<file path="src/rtl/fact_accel_mmio.sv">
// fact_accel_mmio
//   Memory-mapped iterative factorial accelerator on the data-memory side of
//   the pipeline. The system decoder has already qualified WE with this
//   block's select, so only the four word registers are decoded here.
//
//   Register map (word offset = A):
//     0 N      r/w  operand n, zero-extended on read
//     1 GO     r/w  bit 0; writing 1 while not busy starts a computation
//     2 STATUS ro   {0.., busy, err, done}
//     3 RESULT ro   last completed factorial (wraps modulo 2^DATA_WIDTH)
//
//   Ports:
//     CLK        in   clock, rising edge
//     RST        in   asynchronous active-low reset
//     WE         in   write strobe
//     A[1:0]     in   word address (byte address bits [3:2])
//     WD         in   store data
//     RD         out  read data, combinational from A (zero latency)
//     dbg_state  out  current FSM state encoding (IDLE=0, CALC=1, DONE=2)
//
//   Build option: define FACT_ACCEL_OVF_CHECK_EN to reject n > 12 on start
//   (err=1, done=1, result=0, no CALC cycles). Without it, every n is
//   computed and err always reads 0.
//
//   Handshake: there is no valid/ready pair on this bus. A write takes effect
//   on the rising edge where WE=1; a read is the combinational RD for the
//   current A and reflects register contents before that edge.
module fact_accel_mmio #(
    parameter int DATA_WIDTH = 32,
    parameter int N_WIDTH    = 4
) (
    input  logic                  CLK,
    input  logic                  RST,
    input  logic                  WE,
    input  logic [1:0]            A,
    input  logic [DATA_WIDTH-1:0] WD,
    output logic [DATA_WIDTH-1:0] RD,
    output logic [1:0]            dbg_state
);

    typedef enum logic [1:0] {
        IDLE = 2'd0,
        CALC = 2'd1,
        DONE = 2'd2
    } state_t;

    state_t                state, next_state;
    logic [N_WIDTH-1:0]    n_reg;
    logic                  go_reg;
    logic [N_WIDTH-1:0]    cnt;
    logic [DATA_WIDTH-1:0] prod;
    logic [DATA_WIDTH-1:0] result;
    logic                  done;
    logic                  err;
    logic                  busy;

    logic go_write;
    logic start_req;
    logic ovf_hit;
    logic start_acc;
    logic ovf_start;
    logic calc_step;
    logic calc_done;

    // Only the low N_WIDTH bits of WD are ever stored.
    logic unused_wd;
    assign unused_wd = ^WD[DATA_WIDTH-1:N_WIDTH];

    assign go_write  = WE && (A == 2'd1);
    assign start_req = go_write && WD[0];
    assign busy      = (state == CALC);
    assign dbg_state = state;

`ifdef FACT_ACCEL_OVF_CHECK_EN
    // 13! no longer fits in 32 bits.
    assign ovf_hit = ({{(32-N_WIDTH){1'b0}}, n_reg} > 32'd12);
`else
    assign ovf_hit = 1'b0;
`endif

    // FSM state register
    always_ff @(posedge CLK or negedge RST) begin
        if (!RST) begin
            state <= IDLE;
        end else begin
            state <= next_state;
        end
    end

    // FSM next-state and datapath controls
    always_comb begin
        next_state = state;
        start_acc  = 1'b0;
        ovf_start  = 1'b0;
        calc_step  = 1'b0;
        calc_done  = 1'b0;
        case (state)
            IDLE, DONE: begin
                if (start_req) begin
                    start_acc = 1'b1;
                    if (ovf_hit) begin
                        ovf_start  = 1'b1;
                        next_state = DONE;
                    end else begin
                        next_state = CALC;
                    end
                end
            end
            CALC: begin
                // A GO write here is ignored by the FSM; the GO bit still
                // updates in the datapath below.
                if (cnt <= N_WIDTH'(1)) begin
                    calc_done  = 1'b1;
                    next_state = DONE;
                end else begin
                    calc_step = 1'b1;
                end
            end
            default: next_state = IDLE;
        endcase
    end

    // Registers and datapath
    always_ff @(posedge CLK or negedge RST) begin
        if (!RST) begin
            n_reg  <= '0;
            go_reg <= 1'b0;
            cnt    <= '0;
            prod   <= '0;
            result <= '0;
            done   <= 1'b0;
            err    <= 1'b0;
        end else begin
            if (WE && (A == 2'd0)) begin
                n_reg <= WD[N_WIDTH-1:0];
            end
            if (go_write) begin
                go_reg <= WD[0];
            end
            if (start_acc) begin
                // cnt latches n here, so later N writes cannot disturb CALC.
                cnt  <= n_reg;
                prod <= DATA_WIDTH'(1);
                done <= ovf_start;
                err  <= ovf_start;
                if (ovf_start) begin
                    result <= '0;
                end
            end
            if (calc_step) begin
                prod <= prod * DATA_WIDTH'(cnt);
                cnt  <= cnt - N_WIDTH'(1);
            end
            if (calc_done) begin
                result <= prod;
                done   <= 1'b1;
            end
        end
    end

    // Zero-latency read mux
    always_comb begin
        RD = '0;
        case (A)
            2'd0: RD = DATA_WIDTH'(n_reg);
            2'd1: RD = DATA_WIDTH'(go_reg);
            2'd2: RD = DATA_WIDTH'({busy, err, done});
            2'd3: RD = result;
            default: RD = '0;
        endcase
    end

endmodule

</file>
<file path="config.mk">
export PLATFORM = sky130hd
export DESIGN_NAME = fact_accel_mmio
export DESIGN_NICKNAME = d
export VERILOG_FILES = /design/src/rtl/fact_accel_mmio.sv
export SDC_FILE = /design/constraint.sdc
export NUM_CORES = 1
export LEC_CHECK = 0
export BUFFER_PORTS_ARGS = -buffer_cell sky130_fd_sc_hd__buf_2
export CAP_MARGIN = 15
export CELL_PAD_IN_SITES_DETAIL_PLACEMENT = 0
export CELL_PAD_IN_SITES_GLOBAL_PLACEMENT = 1
export CORE_AREA = 2 2 100 150
export DETAILED_ROUTE_END_ITERATION = 10
export DIE_AREA = 0 0 102 152
export PLACE_DENSITY = 0.95
export SLEW_MARGIN = 10
export SYNTH_ARGS = -nofsm -noshare
export SYNTH_HDL_FRONTEND = slang
export SYNTH_SLANG_ARGS = --single-unit
</file>
<file path="constraint.sdc">
create_clock -name CLK -period 7 [get_ports CLK]
set_input_delay 1.4 -clock CLK [delete_from_list [all_inputs] [get_ports CLK]]
set_output_delay 1.4 -clock CLK [all_outputs]
set_load 0.02 [all_outputs]
</file>
-- Word level (Yosys, flattened, before mapping)
Cells that the tools add are included.
Widths: inputs -> output; s select.
- equality and inequality tests: 7
- bitwise logic cells: 0
- reductions and logical operators: 9
- shift operators: 0
- multiplexer cells: 17
- multipliers: 1
- order comparisons: 1
- add/sub/neg operators: 1
- divide/modulo/power cells: 0
- operators with widths (cell ; count):
    $pmux 32 s4 ; 1
    $mux 32 ; 3
    $mul 32x4->32 ; 1
    $mux 1 ; 8
    $mux 4 ; 2
    $eq 2x2->1 const B ; 3
    $eq 2x1->1 const B ; 2
    $le 4x1->1 const B ; 1
    $logic_not 2->1 ; 2
    $mux 2 ; 2
    $pmux 2 s2 ; 1
    $reduce_bool 2->1 ; 2
    $sub 4x1->4 const B ; 1
    $logic_and 1x1->1 ; 3
    $ne 2x1->1 const B ; 1
    $ne 2x2->1 const B ; 1
    $reduce_and 2->1 ; 1
    $reduce_or 2->1 ; 1
- ROM bits: 0
- register bits after elaboration: 76
- bits of input ports: 37
- word-level logic and storage cells: 43
- memories kept: 0
- latch bits: 0
- RAM bits: 0

-- Depth between registers and ports, before layout
- depth after elaboration: 7
- depth in mapped cells: 17
- depth with buffers taken out: 14

-- Worst setup path after synthesis
OpenSTA, ideal clock, no wires.
- kind: reg-to-reg
- from: reg cnt[2]
- to: reg prod[30]
- arrival: 4067 ps
- cell stages (with the launch flop): 16
- clock period less this slack: 4198 ps
- setup slack: 2802 ps
- path buffers: 2
- library setup time: 131 ps
- data required time: 6869 ps
- path through: dfrtp_1 > clkbuf_1 > clkbuf_1 > nand2_1 > fa_1 > fa_1 > inv_1 > fa_1 > a211oi_2 > o211ai_1 > and4_4 > a311o_1 > a221o_1 > a41oi_2 > xor2_1 > o21ai_1
- word-level cells in the longest chain between the ends: 4
- elaborated cells on any way between the ends: 6
- classes of those cells: mul (1); order compare (1); mux (3); reduce/logical (1)
- RTL lines (item ; line ; source):
    from (decl) ; 50 ; logic [N_WIDTH-1:0] cnt;
    from (signal assigned) ; 142 ; cnt <= n_reg;
    from (signal assigned) ; 152 ; cnt <= cnt - N_WIDTH'(1);
    branches (longest 4 deep; another with $mul 32x4->32) ; -- ;
    to (signal assigned) ; 151 ; prod <= prod * DATA_WIDTH'(cnt);
    to (decl) ; 51 ; logic [DATA_WIDTH-1:0] prod;
Parallel ways; which one is timed is not known.
A chain may end at the register's enable or synchronous reset.

-- Worst setup path in the final report
- from: reg cnt[1]
- to: reg prod[30]
The elaborated chain is that of the path after synthesis.

==> impl_metrics.json <==
{
  "synth_top_cells_by_area": "dfrtp_1, fa_1, and2_1, inv_1, ha_1",
  "synth_ff_type": "dfrtp_1",
  "grt_pass1_wl_mm": 28.2,
  "slew_violations": 0,
  "grt_overflow_total": 0,
  "synth_top_area_share_pct": 27.4,
  "port_buffers": 42,
  "grtUsageTotal_pct": 22.8,
  "cts_resized": 0,
  "worstSetupPathType": "reg2reg",
  "synth-edff-count": 0,
  "syn2layout_area_growth_pct": 10.4,
  "cts_tree": "done",
  "met3WireLength_um": 533,
  "drcViolationCount": 0,
  "dieHeight_um": 152,
  "leakagePower_nw": 4.01,
  "via_count": 5491,
  "slew_headroom_pct": 27.7,
  "power.total_mw": 2.57,
  "largestRegisters": "prod: 32 flops, result: 32 flops",
  "place_ws_ps": 2000,
  "crit_fanout": 32,
  "clk_latency_ps": 350,
  "cts_setup_buffers": 0,
  "core_um2": 14300,
  "max_freq_ghz": 0.198,
  "gp_congestion": 0.896,
  "synthMuxAreaShare_pct": 6.17,
  "num-fill-cells": 1369,
  "cts-root-buf": "clkbuf_16",
  "synth_fp_nets": 909,
  "maxCapViolCount": 0,
  "hold_class": "reg2reg",
  "antenna_found_initial": 0,
  "worst_slew_pin_slew_ps": 1090,
  "highest_layer": "met4",
  "critPathCaptureType": "flop",
  "timing.final.hold_violations": 0,
  "routed_via_density": 5.45,
  "fin_tns_setup_ps": 0,
  "yosysTopAreaCell": "dfrtp_1",
  "dp_hpwl_mm": 11.8,
  "rsz0062_at_grt": "no",
  "htree_num_levels": 3,
  "peakVddDrop_mv": 0.148,
  "finalClockSkew_ps": 8.47,
  "status": "completed",
  "ys_types": 51,
  "diodes": 0,
  "synth_top_family_by_area": "adder cells",
  "antenna_left": 0,
  "numClockSinks": 76,
  "start_util_pct": 48.4,
  "ys_ff_latch": 76,
  "worstPathRequired_ps": 7210,
  "worstPathArrival_ps": 5260,
  "rows": 54,
  "clockBufferDepth": 2,
  "power.density_nw_per_um2": 335,
  "dieArea_um2": 15500,
  "path_clk_slew_ps": 70,
  "dieWidth_um": 102,
  "drt_iter0_markers": 241,
  "min_period_ps": 5050,
  "finalCritPeriodShare_pct": 72.1,
  "synthesis.area_um2": 6930,
  "yosysWarnings": 0,
  "firstDrtPassIters": 5,
  "r2r_slack_ps": 1950,
  "drive_gt1_share_pct": 13.8,
  "crit_path_start_kind": "flop",
  "cts_hold_buf": 0,
  "ys_seq_area_share_pct": 27.4,
  "avgSynthCellArea_um2": 8.88,
  "synth_compound_area_share_pct": 11.7,
  "yosys.area_share.adder_pct": 22.6,
  "fin_util_pct": 53.4,
  "synth_xor_area_share_pct": 3.79,
  "yosys-top-cells-count": "inv_1, nand2_1, and2_1, dfrtp_1, fa_1",
  "setup_violations": 0,
  "wl_mm": 16.5,
  "ios": 71,
  "numCtsBuffers": 9,
  "syn_inst": 781,
  "m1WireLength_mm": 6.53,
  "grt_max_degree": 77,
  "nets": 934,
  "yosys.area_share.simple_pct": 20.1,
  "setup_ws_ps": 1950,
  "yosys.cell_count.top_type": "inv_1",
  "grt_pass1_vias": 5809,
  "async_reset_ff_share_pct": 100,
  "avgRoutedWirePerCell_um": 16.4,
  "route.met2.wl_mm": 9.01
}
[power by group]
| group | total [mW] | internal (mW) | switching (mW) |
|---|---|---|---|
| combinational | 1.25 | 0.508 | 0.742 |
| clock | 0.529 | 0.319 | 0.210 |
| sequential | 0.786 | 0.592 | 0.194 |
[cells by family (layout without fill, tap and decap cells)]
| family | count (synthesis) | in the layout |
|---|---|---|
| AO/OA/AOI/OAI | 126 | 126 |
| XOR/XNOR | 30 | 30 |
| adder cells (fa/ha/maj) | 91 | 91 |
| buffers and inverters | 153 | 183 |
| flip-flops | 76 | 76 |
| multiplexers | 37 | 37 |
| AND/OR/NAND/NOR | 268 | 268 |
[metal layers]
metal,track usage (%),up-vias
met3,2.71,35
met2,40.9,127
li1,-,2578
met1,27.6,2751
met5,0,-
met4,8.13,0
[through the flow]
| stage | hold WS, ps | instances | instance area [um^2] |
|---|---|---|---|
| 2_1_floorplan | 444 | 781 | 6930 |
| 3_3_place_gp | 454 | 991 | 7320 |
| 3_5_place_dp | 474 | 991 | 7320 |
| 4_1_cts | 488 | 1007 | 7650 |
| 5_1_grt | 503 | 1007 | 7650 |
| 6_report | 485 | 1007 | 7650 |
[cell type report]
cell class / count / area, um^2 / share of cell area, %
multi-input combinational: 552 / 4460 / 58.3
inverter: 118 / 443 / 5.79
clock buffer: 9 / 225 / 2.94
timing repair buffer: 49 / 265 / 3.47
sequential: 76 / 1900 / 24.9
tap: 196 / 245 / 3.21
clock inverter: 7 / 106 / 1.39
[worst max-delay path, cell delays in order, from the launching register on]
cell and delay, ps:
dfrtp_1 1060, nand2_1 190, fa_1 520, fa_1 550
inv_1 70, fa_1 500, a211oi_2 260, o211ai_1 200
and4_4 240, a311o_1 390, a221o_1 430, a41oi_2 230
xor2_1 180, o21ai_1 70
[cell usage in the layout, fill, tap and decap left out, types with 3 or more instances in the layout]
| cell | instances |
|---|---|
| inv_1 | 118 |
| nand2_1 | 89 |
| and2_1 | 87 |
| dfrtp_1 | 76 |
| fa_1 | 57 |
| buf_2 | 41 |
| mux2_2 | 36 |
| a21oi_1 | 34 |
| ha_1 | 34 |
| o21ai_0 | 33 |
| and3_1 | 32 |
| nor2_1 | 22 |
| xnor2_1 | 18 |
| nand3_1 | 12 |
| a21o_1 | 12 |
| xor2_1 | 12 |
| clkbuf_16 | 9 |
| buf_4 | 8 |
| a22o_1 | 6 |
| o211ai_1 | 6 |
| nand4_1 | 6 |
| nor2b_1 | 5 |
| o21ai_1 | 5 |
| a211oi_1 | 3 |
| a31oi_1 | 3 |
| a21boi_0 | 3 |
| inv_6 | 3 |
[worst paths after layout]
kind                             start         end  cells past startpoint
worst max-delay path            cnt[1]    prod[30]                     13
worst min-delay path              done        done                      1
worst max register to register  cnt[1]    prod[30]                     13
worst min register to register    done        done                      1
max in group asynchronous          RST  result[17]                      1
min in group asynchronous          RST    n_reg[3]                      1
No activity file was read; power rests on OpenSTA's default activity.
